`src/rtl/text_console_pkg.sv`:
```
// Shared definitions for the text console writer: control codes, FSM encoding
// and small helpers used by the writer and its clear sequencer.
package text_console_pkg;

  localparam logic [6:0] CHAR_BS    = 7'h08;
  localparam logic [6:0] CHAR_LF    = 7'h0A;
  localparam logic [6:0] CHAR_FF    = 7'h0C;
  localparam logic [6:0] CHAR_CR    = 7'h0D;
  localparam logic [6:0] CHAR_SPACE = 7'h20;

  typedef enum logic [1:0] {
    ST_IDLE   = 2'd0,
    ST_ISSUE  = 2'd1,
    ST_SETTLE = 2'd2,
    ST_CLR    = 2'd3
  } state_t;

  // Codes that produce a glyph write: 0x20..0x7E.
  function automatic logic is_printable(input logic [6:0] c);
    return (c >= 7'h20) && (c <= 7'h7E);
  endfunction

  // Row after y, wrapping to the top instead of scrolling.
  function automatic logic [4:0] row_after(input logic [4:0] y, input logic [4:0] y_max);
    return (y == y_max) ? 5'd0 : y + 5'd1;
  endfunction

endpackage

```
`src/rtl/text_clear_sequencer.sv`:
```
// Steps through cells to blank them: either one row (x = 0..COLS-1) or the
// whole screen in row-major order. Each cell gets one strobe in a cycle where
// busy is low, followed by one settle cycle before the next cell.
module text_clear_sequencer
  import text_console_pkg::*;
#(
  parameter int COLS = 60,
  parameter int ROWS = 20
) (
  input  logic       clk,
  input  logic       reset,
  input  logic       i_start,
  input  logic       i_screen,
  input  logic [4:0] i_row,
  input  logic       i_busy,
  output logic       o_active,
  output logic       o_strobe,
  output logic       o_last,
  output logic [6:0] o_x,
  output logic [4:0] o_y
);

  localparam logic [6:0] X_MAX = 7'(COLS - 1);
  localparam logic [4:0] Y_MAX = 5'(ROWS - 1);

  logic       r_active;
  logic       r_settle;
  logic       r_screen;
  logic [6:0] r_x;
  logic [4:0] r_y;
  logic       w_last_cell;

  assign w_last_cell = (r_x == X_MAX) && (!r_screen || (r_y == Y_MAX));
  assign o_active    = r_active;
  assign o_strobe    = r_active && !r_settle && !i_busy;
  assign o_last      = o_strobe && w_last_cell;
  assign o_x         = r_x;
  assign o_y         = r_y;

  // Cell walk: start latches the mode, each accepted strobe advances or ends.
  always_ff @(posedge clk) begin
    if (reset) begin
      r_active <= 1'b0;
      r_settle <= 1'b0;
      r_screen <= 1'b0;
      r_x      <= 7'd0;
      r_y      <= 5'd0;
    end else if (!r_active) begin
      if (i_start) begin
        r_active <= 1'b1;
        r_settle <= 1'b0;
        r_screen <= i_screen;
        r_x      <= 7'd0;
        r_y      <= i_screen ? 5'd0 : i_row;
      end
    end else if (r_settle) begin
      r_settle <= 1'b0;
    end else if (!i_busy) begin
      if (w_last_cell) begin
        r_active <= 1'b0;
      end else begin
        r_settle <= 1'b1;
        if (r_x == X_MAX) begin
          r_x <= 7'd0;
          r_y <= r_y + 5'd1;
        end else begin
          r_x <= r_x + 7'd1;
        end
      end
    end
  end

endmodule

```
`src/rtl/text_console_writer.sv`:
```
// Terminal-style front end for the text buffer: accepts characters on a
// valid/ready stream, keeps a cursor, and turns printable codes and
// CR/LF/BS/FF into busy-paced single-cell writes.
module text_console_writer
  import text_console_pkg::*;
#(
  parameter int COLS           = 60,
  parameter int ROWS           = 20,
  parameter int CLEAR_ON_RESET = 1
) (
  input  logic        clk,
  input  logic        reset,
  input  logic        in_valid,
  output logic        in_ready,
  input  logic [6:0]  in_char,
  input  logic [11:0] in_color,
  input  logic        in_lang,
  input  logic        busy,
  output logic        write_enable,
  output logic [6:0]  write_x,
  output logic [4:0]  write_y,
  output logic [6:0]  write_data,
  output logic [11:0] write_text_color,
  output logic        write_lang,
  output logic [6:0]  cursor_x,
  output logic [4:0]  cursor_y
);

  localparam logic [6:0] X_MAX = 7'(COLS - 1);
  localparam logic [4:0] Y_MAX = 5'(ROWS - 1);

  state_t      r_state;
  state_t      w_state_next;

  logic [6:0]  r_cx;
  logic [4:0]  r_cy;
  logic [6:0]  r_nx;
  logic [4:0]  r_ny;
  logic [6:0]  r_wx;
  logic [4:0]  r_wy;
  logic [6:0]  r_wdata;
  logic [11:0] r_color;
  logic        r_lang;
  logic        r_pend_clr;
  logic        r_clr_screen;
  logic [4:0]  r_clr_row;

  logic        w_seq_start;
  logic        w_seq_active;
  logic        w_seq_strobe;
  logic        w_seq_last;
  logic [6:0]  w_seq_x;
  logic [4:0]  w_seq_y;
  logic [4:0]  w_row_next;
  logic        w_bs_moves;

  assign w_row_next = row_after(r_cy, Y_MAX);
  assign w_bs_moves = (r_cx != 7'd0) || (r_cy != 5'd0);
  assign cursor_x   = r_cx;
  assign cursor_y   = r_cy;

  text_clear_sequencer #(
    .COLS (COLS),
    .ROWS (ROWS)
  ) u_clear (
    .clk      (clk),
    .reset    (reset),
    .i_start  (w_seq_start),
    .i_screen (r_clr_screen),
    .i_row    (r_clr_row),
    .i_busy   (busy),
    .o_active (w_seq_active),
    .o_strobe (w_seq_strobe),
    .o_last   (w_seq_last),
    .o_x      (w_seq_x),
    .o_y      (w_seq_y)
  );

  // State register; power-up clear is entered straight out of reset.
  always_ff @(posedge clk) begin
    if (reset) begin
      r_state <= (CLEAR_ON_RESET != 0) ? ST_CLR : ST_IDLE;
    end else begin
      r_state <= w_state_next;
    end
  end

  // Next state, handshake and write port; strobes only ever leave when busy is low.
  always_comb begin
    w_state_next     = r_state;
    in_ready         = 1'b0;
    write_enable     = 1'b0;
    write_x          = 7'd0;
    write_y          = 5'd0;
    write_data       = 7'd0;
    write_text_color = 12'd0;
    write_lang       = 1'b0;
    w_seq_start      = 1'b0;
    unique case (r_state)
      ST_IDLE: begin
        in_ready = 1'b1;
        if (in_valid) begin
          if (is_printable(in_char)) begin
            w_state_next = ST_ISSUE;
          end else begin
            case (in_char)
              CHAR_LF, CHAR_FF: w_state_next = ST_CLR;
              CHAR_BS:          w_state_next = w_bs_moves ? ST_ISSUE : ST_IDLE;
              default:          w_state_next = ST_IDLE;
            endcase
          end
        end
      end
      ST_ISSUE: begin
        if (!busy) begin
          write_enable     = 1'b1;
          write_x          = r_wx;
          write_y          = r_wy;
          write_data       = r_wdata;
          write_text_color = r_color;
          write_lang       = r_lang;
          w_state_next     = ST_SETTLE;
        end
      end
      ST_SETTLE: begin
        w_state_next = r_pend_clr ? ST_CLR : ST_IDLE;
      end
      ST_CLR: begin
        w_seq_start = !w_seq_active;
        if (w_seq_strobe) begin
          write_enable     = 1'b1;
          write_x          = w_seq_x;
          write_y          = w_seq_y;
          write_data       = CHAR_SPACE;
          write_text_color = r_color;
          write_lang       = r_lang;
        end
        if (w_seq_last) begin
          w_state_next = ST_SETTLE;
        end
      end
      default: w_state_next = ST_IDLE;
    endcase
    if (reset) begin
      in_ready         = 1'b0;
      write_enable     = 1'b0;
      write_x          = 7'd0;
      write_y          = 5'd0;
      write_data       = 7'd0;
      write_text_color = 12'd0;
      write_lang       = 1'b0;
    end
  end

  // Command decode on acceptance; the cursor commits after an operation's last strobe.
  always_ff @(posedge clk) begin
    if (reset) begin
      r_cx         <= 7'd0;
      r_cy         <= 5'd0;
      r_nx         <= 7'd0;
      r_ny         <= 5'd0;
      r_wx         <= 7'd0;
      r_wy         <= 5'd0;
      r_wdata      <= 7'd0;
      r_color      <= 12'd0;
      r_lang       <= 1'b0;
      r_pend_clr   <= 1'b0;
      r_clr_screen <= 1'b1;
      r_clr_row    <= 5'd0;
    end else begin
      case (r_state)
        ST_IDLE: begin
          if (in_valid) begin
            r_color    <= in_color;
            r_lang     <= in_lang;
            r_pend_clr <= 1'b0;
            if (is_printable(in_char)) begin
              r_wx    <= r_cx;
              r_wy    <= r_cy;
              r_wdata <= in_char;
              if (r_cx == X_MAX) begin
                r_pend_clr   <= 1'b1;
                r_clr_screen <= 1'b0;
                r_clr_row    <= w_row_next;
                r_nx         <= 7'd0;
                r_ny         <= w_row_next;
              end else begin
                r_nx <= r_cx + 7'd1;
                r_ny <= r_cy;
              end
            end else begin
              case (in_char)
                CHAR_LF: begin
                  r_clr_screen <= 1'b0;
                  r_clr_row    <= w_row_next;
                  r_nx         <= r_cx;
                  r_ny         <= w_row_next;
                end
                CHAR_FF: begin
                  r_clr_screen <= 1'b1;
                  r_nx         <= 7'd0;
                  r_ny         <= 5'd0;
                end
                CHAR_CR: begin
                  r_cx <= 7'd0;
                end
                CHAR_BS: begin
                  r_wdata <= CHAR_SPACE;
                  if (r_cx != 7'd0) begin
                    r_wx <= r_cx - 7'd1;
                    r_wy <= r_cy;
                    r_nx <= r_cx - 7'd1;
                    r_ny <= r_cy;
                  end else if (r_cy != 5'd0) begin
                    r_wx <= X_MAX;
                    r_wy <= r_cy - 5'd1;
                    r_nx <= X_MAX;
                    r_ny <= r_cy - 5'd1;
                  end
                end
                default: ;
              endcase
            end
          end
        end
        ST_ISSUE: begin
          if (!busy && !r_pend_clr) begin
            r_cx <= r_nx;
            r_cy <= r_ny;
          end
        end
        ST_SETTLE: begin
          r_pend_clr <= 1'b0;
        end
        ST_CLR: begin
          if (w_seq_last) begin
            r_cx <= r_nx;
            r_cy <= r_ny;
          end
        end
        default: ;
      endcase
    end
  end

endmodule

```
`config.mk`:
```
export PLATFORM = sky130hd
export DESIGN_NAME = text_console_writer
export DESIGN_NICKNAME = d
export VERILOG_FILES = /design/src/rtl/text_console_pkg.sv /design/src/rtl/text_clear_sequencer.sv /design/src/rtl/text_console_writer.sv
export SDC_FILE = /design/constraint.sdc
export NUM_CORES = 1
export LEC_CHECK = 0
export ABC_AREA = 1
export BUFFER_PORTS_ARGS = -buffer_cell sky130_fd_sc_hd__clkbuf_2
export CAP_MARGIN = 10
export CORE_ASPECT_RATIO = 1.2
export CORE_MARGIN = 4
export CORE_UTILIZATION = 47
export DETAILED_ROUTE_END_ITERATION = 12
export PLACE_DENSITY_LB_ADDON = 0.15
export RECOVER_POWER = 50
export SYNTH_ARGS = -nofsm -noshare
export SYNTH_HDL_FRONTEND = slang
export SYNTH_SLANG_ARGS = --single-unit
```
`constraint.sdc`:
```
create_clock -name clk -period 1.78 [get_ports clk]
set_input_delay 0.178 -clock clk [delete_from_list [all_inputs] [get_ports clk]]
set_output_delay 0.178 -clock clk [all_outputs]
set_load 0.01 [all_outputs]
```
==> impl_metrics.toml <==
[outcome]
status = "finished, violations left"
violations = "setup timing"

[die]
dieArea_um2 = 12100
start_util_pct = 48.4
die_y_um = 120
core.rowCount = 40
coreArea_um2 = 10100
die_x_um = 101
ios = 70

[clock_tree]
numClockSinks = 80
cts_buffers = 9
clk_latency_ns = 0.34
cts.path.max_buffers = 2
clk_pin_slew_worst_paths_ns = 0.06
cts-root-buf = "clkbuf_16"
htree_levels = 3
cts_tree = "built"

[global_route]
grt_use_total_pct = 22.8
grt_max_degree = 34
antenna_found_initial = 0
grt_pass1_wl_um = 22400
grt_pass1_vias = 4794
grt_remaining_overflow = 0

[synth]
yosys.area_share.simple_pct = 40.5
syn_avg_cell_area_um2 = 6.24
synth_seq_area_share_pct = 32.9
yosys_warnings = 0
synth_fa_ha_area_share_pct = 2.06
synth_compound_area_share_pct = 12.3
syn_nets = 812
netlist_instances = 780
muxShareOfSynthArea_pct = 0
synth-xor-area-share_pct = 1.44
syn_area_um2 = 4870
ys_types = 33
yosys_register_bits = 80
synth_top_family_by_area = "simple AND/OR/NAND/NOR gates"

[timing]
max_clock_freq_mhz = 538
final.setup.tns_ns = -1.18
max-slew-margin-rel_pct = 62.6
fin_crit_sh_pct = 104
holdWs_ns = 0.116
worstMarginPinSlew_ns = 0.560
setup_viol = 26
drv_slew = 0
fin_crit_ns = 1.86
finClkSkew_ns = 0.00497
hold_viol = 0
rsz0062_at_grt = "true"
finalWorstSetupSlack_ns = -0.0788

[placed_design]
place_congestion = 0.936
place_hpwl_um = 10300
port_buffers = 69
placedCellCount = 988

[final_layout]
antenna_cells = 0
area.growth.synth_to_final_pct = 25.5
final_nets = 916
postLayoutCoreUtil_pct = 60.8
layout-drive-gt1-share_pct = 20.6
layoutNonFillerInstCount = 1015
fillers = 992

[power]
ir_drop_mv = 0.496
power_density_nw_per_um2 = 955
leakagePower_uw = 0.00285

[worst_setup_path]
cp_cell_sequence = "inv_2, nor3_4, inv_2, nor2_4, buf_4, clkbuf_16, a22oi_1, nor2_1, clkbuf_2"
crit_family = "buffers and inverters"
crit_path_end_kind = "primary output"
crit_fanout = 6
crit_path_max_incr_delay_ns = 0.33
cp.buffers_inverters = 5
cpMostUsedCell = "inv_2"
cp_data_required_time_ns = 1.60
crit_slowest_cell = "dfxtp_2"
cp.arrival_ns = 1.68
worstSetupPathType = "reg -> out"
worstSetupStartpointType = "flip-flop"

[routing]
via_per_inst = 5.24
detail_route.wl_per_cell_um = 14.0
antenna_left = 0
first_iter_violations = 312
drt_wl_total_um = 14200
num_vias = 5318
drc = 0
firstDrtPassIters = 5

[job]
drv_cap = 0

[min_path]
hold_path.class = "in -> reg"
==> synthesized netlist by cell type (all sizes together) <==
cell type	n	area, um^2
nor3	5	46.3
o211ai	2	15.0
nand3	84	435
xnor2	1	8.76
nand3b	1	7.51
a21oi	39	210
nand4	13	81.3
clkbuf	15	56.3
a22oi	12	90.1
ha	8	100
clkinv	1	3.75
nor2	143	604
xor2	7	61.3
o32ai	3	26.3
o21ai	51	259
nand2	206	798
buf	21	134
dfxtp	80	1600
inv	88	330
==> area by class of cell <==
cell class | instances | area (um^2) | share of cell area (%)
inverter | 89 | 339 | 5.55
clock buffer | 10 | 239 | 3.91
clock inverter | 6 | 115 | 1.88
timing repair buffer | 129 | 833 | 13.6
tap | 126 | 158 | 2.58
sequential | 80 | 1610 | 26.3
multi-input combinational | 575 | 2820 | 46.1
==> final timing paths <==
kind              cells after the start  slack [ns]     endpoint              from
setup / recovery                      9       -0.08   write_x[0]  u_clear.o_active
hold reg to reg                       2        0.46  r_color[11]       r_color[11]
setup reg to reg                      9        0.04      r_ny[4]       cursor_y[2]
hold / removal                        3        0.12   r_color[8]       in_color[8]
==> cell usage in the layout (no fill, tap or decap), types with 6 or more instances in the layout <==
master,netlist,routed
dfxtp_1,80,75
inv_1,82,80
clkbuf_1,15,15
nor2_2,12,14
nor2_1,126,124
clkbuf_16,0,12
buf_2,11,7
nand4_1,13,13
nand3_1,81,80
clkbuf_2,0,60
xor2_1,7,7
nand2_1,200,199
ha_1,8,6
buf_4,3,40
o21ai_0,50,47
a21oi_1,37,35
inv_2,6,7
a22oi_1,12,12
==> power breakdown <==
group / internal [uW] / switching (uW) / total (uW)
clock: 1420 / 771 / 2190
combinational: 630 / 1080 / 1710
sequential: 1870 / 69.6 / 1940
==> metrics by stage <==
stage / cell area (um^2) / total power [uW] / setup WS [ns]
final: 6110 / 5840 / -0.0788
after global routing: 6110 / 6130 / -0.157
after CTS: 5970 / 5770 / -0.0772
after detailed placement: 5580 / 3560 / -0.0676
after global placement: 5580 / 3550 / -0.00183
after floorplan: 4870 / 3030 / 0.0527
==> registers in the layout (all words and copies together) (netlist names), 7 cells and up <==
| name | flops |
|---|---|
| r_nx | 7 |
| cursor_x | 7 |
| r_color | 12 |
| r_wx | 7 |
| u_clear.o_x | 7 |
| r_wdata | 7 |
==> metal layers <==
metal / routed length [um] / global-route usage, %
met5: 0 / 0
met2: 7210 / 39.5
met4: 334 / 9.06
met1: 5910 / 28.4
met3: 778 / 2.67
==> kinds of logic after synthesis <==
group                    Yosys count
AND/OR/NAND/NOR                  452
buffers and inverters            125
AO/OA/AOI/OAI                    107
flip-flops                        80
XOR/XNOR                           8
adder cells (fa/ha/maj)            8
==> repair_timing <==
item,CTS,global route
cloned,0,3
hold buffers,0,0
resized for setup,9,29
setup endpoints to repair,39,68
hold endpoints to repair,0,0
pin swaps,1,5
setup buffers,2,6
==> worst min-delay path, delay by kind of cell <==
family	cells	cell delay [ns]
AOI/OAI and AO/OA	2	0.17
buffers and inverters	1	0.07
No activity file was read; power rests on OpenSTA's default activity.
